===== config.mk =====
export PLATFORM = sky130hd
export DESIGN_NAME = instr_mem_pipe
export DESIGN_NICKNAME = d
export VERILOG_FILES = /design/src/rtl/instr_mem_pipe.sv
export SDC_FILE = /design/constraint.sdc
export NUM_CORES = 2
export LEC_CHECK = 0
export ABC_AREA = 1
export CAP_MARGIN = 10
export CELL_PAD_IN_SITES_DETAIL_PLACEMENT = 1
export CELL_PAD_IN_SITES_GLOBAL_PLACEMENT = 2
export CORE_MARGIN = 8
export CORE_UTILIZATION = 44
export CTS_BUF_LIST = sky130_fd_sc_hd__clkbuf_4 sky130_fd_sc_hd__clkbuf_8 sky130_fd_sc_hd__clkbuf_16
export CTS_CLUSTER_DIAMETER = 120
export DETAILED_ROUTE_END_ITERATION = 8
export PLACE_DENSITY_LB_ADDON = 0.3
export SLEW_MARGIN = 10
export SYNTH_ARGS = -nofsm -noshare
export SYNTH_HDL_FRONTEND = slang
export SYNTH_SLANG_ARGS = --single-unit

===== constraint.sdc =====
create_clock -name clk -period 3.4 [get_ports clk]
set_clock_uncertainty 0.1 [all_clocks]
set_input_delay 0.34 -clock clk [delete_from_list [all_inputs] [get_ports clk]]
set_output_delay 0.34 -clock clk [all_outputs]
set_load 0.05 [all_outputs]

===== src/rtl/instr_mem_pipe.sv =====
// Instruction memory with a one-entry registered fetch response.
// On reset the whole array is overwritten with FILL, one word per cycle.
// After that the block serves fetches with 1-cycle latency and accepts
// program-load writes. Bad fetch addresses return FILL with a fault flag.
// Bad write addresses are dropped without a fault.
module instr_mem_pipe #(
    parameter int                DATA_W = 32,
    parameter int                DEPTH  = 64,
    parameter int                ADDR_W = 32,
    parameter logic [DATA_W-1:0] FILL   = '0
) (
    input  logic              clk,
    input  logic              reset_n,
    // fetch request
    input  logic              req_valid,
    output logic              req_ready,
    input  logic [ADDR_W-1:0] req_addr,
    // fetch response
    output logic              resp_valid,
    input  logic              resp_ready,
    output logic [DATA_W-1:0] resp_data,
    output logic              resp_fault,
    // program load
    input  logic              wr_en,
    input  logic [ADDR_W-1:0] wr_addr,
    input  logic [DATA_W-1:0] wr_data,
    // status
    output logic              busy
);

    localparam int BYTES = DATA_W / 8;
    localparam int OFF   = $clog2(BYTES);
    localparam int IDX_W = $clog2(DEPTH);

    // One past the last legal byte address. It is one bit wider than the
    // address so the bound is representable even when it equals 2**ADDR_W.
    localparam logic [ADDR_W:0] LIMIT = (ADDR_W + 1)'(DEPTH * BYTES);

    typedef enum logic {
        ST_INIT = 1'b0,
        ST_RUN  = 1'b1
    } state_t;

    state_t            r_state;
    state_t            w_state_nxt;
    logic [IDX_W-1:0]  r_init_cnt;
    logic [DATA_W-1:0] r_mem [DEPTH];

    logic              r_resp_valid;
    logic [DATA_W-1:0] r_resp_data;
    logic              r_resp_fault;

    logic              w_req_ok;
    logic [IDX_W-1:0]  w_req_idx;
    logic              w_wr_ok;
    logic [IDX_W-1:0]  w_wr_idx;
    logic              w_req_ready;
    logic              w_accept;
    logic [DATA_W-1:0] w_rd_word;

    logic              w_mem_we;
    logic [IDX_W-1:0]  w_mem_idx;
    logic [DATA_W-1:0] w_mem_wdata;

    // An address is usable when it is word aligned and below the array size.
    function automatic logic addr_ok(input logic [ADDR_W-1:0] a);
        return (a[OFF-1:0] == '0) && ({1'b0, a} < LIMIT);
    endfunction

    // Address decode for the fetch port and the load port.
    always_comb begin
        w_req_ok  = addr_ok(req_addr);
        w_req_idx = req_addr[OFF+IDX_W-1:OFF];
        w_wr_ok   = addr_ok(wr_addr);
        w_wr_idx  = wr_addr[OFF+IDX_W-1:OFF];
    end

    // Fetch handshake. The output register can take a new word when it is
    // empty or is being drained in this same cycle.
    always_comb begin
        w_req_ready = (r_state == ST_RUN) && (!r_resp_valid || resp_ready);
        w_accept    = req_valid && w_req_ready;
        w_rd_word   = r_mem[w_req_idx];
    end

    // FSM state register and init counter.
    // NOTE: sequential state uses non-blocking assignments so that every
    // register samples pre-edge values, regardless of block ordering.
    always_ff @(posedge clk or negedge reset_n) begin
        if (!reset_n) begin
            r_state    <= ST_INIT;
            r_init_cnt <= '0;
        end else begin
            r_state <= w_state_nxt;
            if (r_state == ST_INIT) begin
                r_init_cnt <= r_init_cnt + IDX_W'(1);
            end
        end
    end

    // FSM next state: leave INIT on the same edge that fills the last word.
    // NOTE: the default assignment comes first, so no path through this
    // block leaves the target unassigned. That prevents an inferred latch.
    always_comb begin
        w_state_nxt = r_state;
        case (r_state)
            ST_INIT: begin
                if (r_init_cnt == IDX_W'(DEPTH - 1)) begin
                    w_state_nxt = ST_RUN;
                end
            end
            ST_RUN:  w_state_nxt = ST_RUN;
            default: w_state_nxt = ST_INIT;
        endcase
    end

    // Single write port: the init fill owns it in INIT. After that, any
    // aligned, in-range load write uses it, whatever the fetch handshake state.
    always_comb begin
        w_mem_we    = 1'b0;
        w_mem_idx   = w_wr_idx;
        w_mem_wdata = wr_data;
        if (r_state == ST_INIT) begin
            w_mem_we    = 1'b1;
            w_mem_idx   = r_init_cnt;
            w_mem_wdata = FILL;
        end else if (wr_en && w_wr_ok) begin
            w_mem_we = 1'b1;
        end
    end

    // Memory array write. A fetch on the same edge reads the pre-edge
    // contents, which gives read-before-write on a collision.
    // NOTE: the array is deliberately not on reset_n. The INIT fill
    // rewrites every word after each reset, so it maps onto plain RAM.
    always_ff @(posedge clk) begin
        if (w_mem_we) begin
            r_mem[w_mem_idx] <= w_mem_wdata;
        end
    end

    // Output register: load on accept, clear when drained, hold while stalled.
    always_ff @(posedge clk or negedge reset_n) begin
        if (!reset_n) begin
            r_resp_valid <= 1'b0;
            r_resp_data  <= '0;
            r_resp_fault <= 1'b0;
        end else if (w_accept) begin
            r_resp_valid <= 1'b1;
            r_resp_data  <= w_req_ok ? w_rd_word : FILL;
            r_resp_fault <= !w_req_ok;
        end else if (resp_ready) begin
            r_resp_valid <= 1'b0;
        end
    end

    // Output drive.
    always_comb begin
        req_ready  = w_req_ready;
        resp_valid = r_resp_valid;
        resp_data  = r_resp_data;
        resp_fault = r_resp_fault;
        busy       = (r_state == ST_INIT);
    end

endmodule


== Word-level counts from Yosys, hierarchy flattened ==
Memories as Yosys holds them, arrays and structs flattened.
Cells that the tools add are included.

* Bitwise gates (word level): 1
* Order comparisons: 2
* $add $sub $neg: 1
* Reductions and logical operators: 11
* Equality and inequality tests: 1
* Mux-type cells: 11

{| class="wikitable"
|+ Operators by type and width
! cell !! number
|-
| less-than comparator 32 x 9 -> 1 bit (second input constant) || 2
|-
| 2-to-1 mux 32 bit || 2
|-
| 2-to-1 mux 1 bit || 7
|-
| adder 6 x 1 -> 6 bit (second input constant) || 1
|-
| == test 6 bit (second input constant) || 1
|-
| 2-to-1 mux 6 bit || 1
|-
| logical AND 1 bit || 5
|-
| logical NOT 2 bit || 2
|-
| logical NOT 1 bit || 2
|-
| one-hot mux 1 bit (2 select lines) || 1
|-
| nonzero test 2 bit || 1
|-
| logical OR 1 bit || 1
|-
| NOT 1 bit || 1
|}

* Register bits: 41
* RAM bits: 2048
* Memories: 1
* Output and inout bits: 36

{| class="wikitable"
|+ Memory list
! memory !! depth !! width !! read ports !! clocked after Yosys merged registers in !! write ports !! RTL line !! source
|-
| r_mem || 64 || 32 || 1 || 0 || 1 || 47 || <nowiki>logic [DATA_W-1:0] r_mem [DEPTH];</nowiki>
|}

== Depth between registers and ports, before layout ==
* Word-level depth: 7
* Depth in mapped cells: 14
* Depth with buffers taken out: 11

== Worst setup path after synthesis ==
OpenSTA, ideal clock, no wires.

* Kind: register to register
* From: register r_state
* To: memory r_mem[11][0] (enable)
* Buffers on the path: 1
* Required time: 2879 ps
* Slack: 107 ps
* Cell stages (with the launch flop): 11
* Clock period less this slack: 3293 ps
* Data arrival time: 2771 ps
* Library setup time: 421 ps
* Cells stage by stage: dfrtp_1 > buf_4 > inv_2 > nand2_1 > nand2_1 > inv_1 > nor2_1 > inv_1 > nor2_1 > nand2_1 > nor2_1

* Word-level cells in the longest chain between the ends: 3

{| class="wikitable"
|+ RTL lines
! item !! RTL line !! source
|-
| start, declared || 44 || <nowiki>state_t r_state;</nowiki>
|-
| start signal, assigned || 94 || <nowiki>r_state <= w_state_nxt;</nowiki>
|-
| 2-to-1 mux 1 bit || 123 || <nowiki>if (r_state == ST_INIT) begin</nowiki>
|-
| 2-to-1 mux 1 bit || 137 || <nowiki>if (w_mem_we) begin</nowiki>
|-
| 2-to-1 mux 1 bit (implied by the code) || 138 || <nowiki>r_mem[w_mem_idx] <= w_mem_wdata;</nowiki>
|-
| end, declared || 47 ||
|}

Several ways; a longest one is shown, not always the timed one.

== Worst setup path in the final report ==
* From: register r_state
* To: memory r_mem[28][2] (enable)

Same word-level chain as after synthesis.

==> results.py <==
metrics = {
    "min_path": {
        "hold_depth": 6,
        "worstHoldStart": "req_addr[6]",
        "hold_class": "input pin to flip-flop",
        "whs_endpoint": "resp_data[30]",
    },
    "clock_network": {
        "cts.sink_count": 2089,
        "cts_tree": "built",
        "clkLatencyLatePin_ps": 850,
        "clk_path_buf_depth": 3,
        "post_cts_buffers": 0,
        "numCtsBuffers": 215,
        "clkTransAtPathRegs_ps": 60,
        "ctsResizeCount": 0,
        "cts-root-buf": "clkbuf_16",
        "h-tree-depth": 4,
    },
    "power": {
        "power_leakage_nw": 33.4,
        "combPwrFrac_pct": 5.6,
        "switching_share_pct": 22.3,
        "power.density_nw_per_um2": 556,
        "seq_power_share_pct": 51.3,
        "pwr-share-clk_pct": 43.1,
        "intPower_mw": 42.1,
        "p_switching_mw": 12.1,
        "ir_worst_vdd_v": 0.000435,
    },
    "cells_and_area": {
        "ff_latch_area_um2": 62500,
        "syn2layout_area_growth_pct": 16.2,
        "drive_gt1_share_pct": 10.4,
        "fill_cells": 19100,
        "multi_input_area_um2": 19300,
        "nets": 7235,
    },
    "floorplanning": {
        "coreArea_um2": 190000,
        "num_rows": 160,
        "die_height_um": 453,
        "start_util_pct": 44.2,
        "die_area_um2": 205000,
        "die_x_um": 453,
        "ios": 137,
    },
    "logic_synthesis": {
        "syn_area_um2": 84000,
        "synthDominantCellAreaShare_pct": 73.2,
        "yosys-top-cells-count": "nand2_1, edfxtp_1, nand3_1",
        "synth_seq_area_share_pct": 74.4,
        "synth_edf_count": 2048,
        "yosys.area.top_type": "edfxtp_1",
        "syn-num-nets": 7032,
        "synth_seq_cells": 2089,
        "synthTopCellsByArea": "edfxtp_1, nand3_1, nand2_1",
        "syn_inst": 6930,
        "synth_most_common_cell": "nand2_1",
        "avgSynthCellArea_um2": 12.1,
        "synth_warnings": 0,
        "ys_types": 31,
        "async_flop_share_pct": 1.96,
        "ys.flop_type": "edfxtp_1",
    },
    "grt": {
        "grt_busiest_layer": "met2",
        "grt_util_met2_pct": 42.6,
        "grtUsageMet3_pct": 3.76,
        "grt_pass1_vias": 58400,
        "met1_usage_pct": 36.3,
        "grt_pass1_wl_um": 399000,
        "grt_max_degree": 123,
        "antenna_found_initial": 13,
        "overflow": 0,
        "grt_usage_pct": 26.3,
    },
    "timing": {
        "setup_viol": 0,
        "tightestPinTransition_ps": 1060,
        "hold_viol": 0,
        "timing.final.ws_setup_ps": 488,
        "max_freq_mhz": 343,
        "post-route-period-util_pct": 85.7,
        "slew_viol_final": 0,
        "rsz0062_at_grt": "no",
        "period_minus_slack_ps": 2910,
        "fin_tns_setup_ps": 0,
        "max_slew_margin_pct": 29.3,
    },
    "routing": {
        "routed_wl_um": 276000,
        "dr.pass1.iters": 6,
        "drtIter0Drc": 5859,
        "via_per_inst": 5.80,
        "wl_per_cell_um": 28.0,
        "ant_nets": 0,
        "drc": 0,
        "vias": 57000,
    },
    "run_status": {
        "status": "complete, no violations",
    },
    "worst_setup_path": {
        "r2r_start": "r_state",
        "crit_path_end_kind": "flip-flop",
        "startpoint": "r_state",
        "rrSetupSlack_ps": 490,
        "critPathArrivalTime_ps": 3330,
        "cp.required_ps": 3810,
        "critPathKind": "flip-flop to flip-flop",
        "start_kind": "flip-flop",
        "cp_max_fo": 32,
        "r2r_end": "r_mem[28][2]",
        "rr_worst_depth": 9,
    },
    "placement": {
        "place_ws_ps": 329,
        "place_congestion": 0.835,
        "dp_hpwl_um": 163000,
        "numPortBuffers": 136,
    },
    "job": {
        "drv_cap": 0,
    },
}
==> registers in the layout (all words and copies together) (netlist names) <==
name / cells
r_init_cnt: 6
r_state: 1
r_mem: 2048
resp_fault: 1
resp_data: 32
resp_valid: 1
==> area by class of cell <==
class | instances | area share, %
Sequential cell | 2089 | 64.1
Multi-Input combinational cell | 4324 | 19.8
Clock inverter | 130 | 1.09
Antenna cell | 7 | 0.0179
Timing Repair Buffer | 442 | 5.45
Clock buffer | 272 | 6.05
Tap cell | 2511 | 3.22
Inverter | 61 | 0.279
==> how the worst max path moves through the flow <==
stage	end	slack, ps	cells past startpoint
4_1_cts	req_ready	480	3
3_3_place_gp	r_mem[42][21]	280	8
3_5_place_dp	r_mem[42][16]	330	8
6_report	r_mem[28][2]	490	9
5_1_grt	req_ready	450	3
2_1_floorplan	r_mem[11][0]	110	10
==> power by group through the flow <==
stage               Clock [mW]  Sequential, mW  Combinational [mW]
global placement             0            28.4                2.94
CTS                       23.7            27.8                3.04
detailed placement           0            28.4                3.02
global route              24.6            27.8                3.30
finish                    23.4            27.8                3.04
floorplan                    0            28.4                1.78
==> timing repair <==
action                     in CTS  in global routing
hold buffers                    3                  0
setup endpoints to repair       0                  0
hold endpoints to repair       51                  0
==> critical path, cell delays in order, from the launching register on <==
cell     delay [ps]
dfrtp_2         480
o21ai_0         660
inv_1           180
nor2_1          130
inv_1            60
nor2_1          150
nand2_1          80
buf_4           310
nor2_4          160
buf_12          260
==> metrics by stage <==
step           instance area [µm²]  total power, mW  util (%)  hold slack (ps)  cells
2_1_floorplan                84000             30.2         -            -55.6   6930
3_3_place_gp                 90600             31.3      47.7              367   9424
3_5_place_dp                 90600             31.4      47.7              371   9424
4_1_cts                      97600             54.6      51.4             87.6   9829
5_1_grt                      97600             55.7      51.4              130   9829
6_report                     97600             54.2      51.4              133   9836
==> layout by cell type, fill, tap and decap left out, types with 2 or more instances in the layout <==
| master | n |
|---|---|
| buf_12 | 132 |
| buf_2 | 2 |
| buf_4 | 172 |
| buf_8 | 3 |
| bufinv_16 | 16 |
| clkbuf_16 | 219 |
| clkbuf_4 | 49 |
| clkbuf_8 | 4 |
| clkdlybuf4s50_1 | 129 |
| clkinv_1 | 60 |
| clkinv_2 | 48 |
| clkinv_8 | 6 |
| clkinvlp_4 | 3 |
| dfrtp_1 | 40 |
| diode_2 | 7 |
| dlygate4sd3_1 | 3 |
| edfxtp_1 | 2048 |
| inv_1 | 23 |
| inv_2 | 28 |
| inv_6 | 3 |
| inv_8 | 2 |
| nand2_1 | 2191 |
| nand3_1 | 2013 |
| nand4_1 | 3 |
| nor2_1 | 23 |
| nor2_4 | 64 |
| nor4_1 | 8 |
| o21a_1 | 2 |
| o21ai_0 | 3 |
| o21ai_2 | 2 |
| xor2_1 | 4 |
==> cell families after synthesis <==
logic type / after synthesis / synth area share (%)
adder cells (fa/ha/maj): 1 / 0.0149
XOR/XNOR: 5 / 0.0521
AND/OR/NAND/NOR: 4309 / 22.3
AO/OA/AOI/OAI: 8 / 0.0626
buffers and inverters: 517 / 3.09
multiplexers: 1 / 0.0119
flip-flops: 2089 / 74.4
==> metal layers <==
layer  vias to the layer above  wire length, µm
met5                         -                0
met4                         0            10700
met3                       412            17200
met2                      1882           131000
met1                     29600           117000
li1                      25100                -
Power figures use the tool's default switching activity.
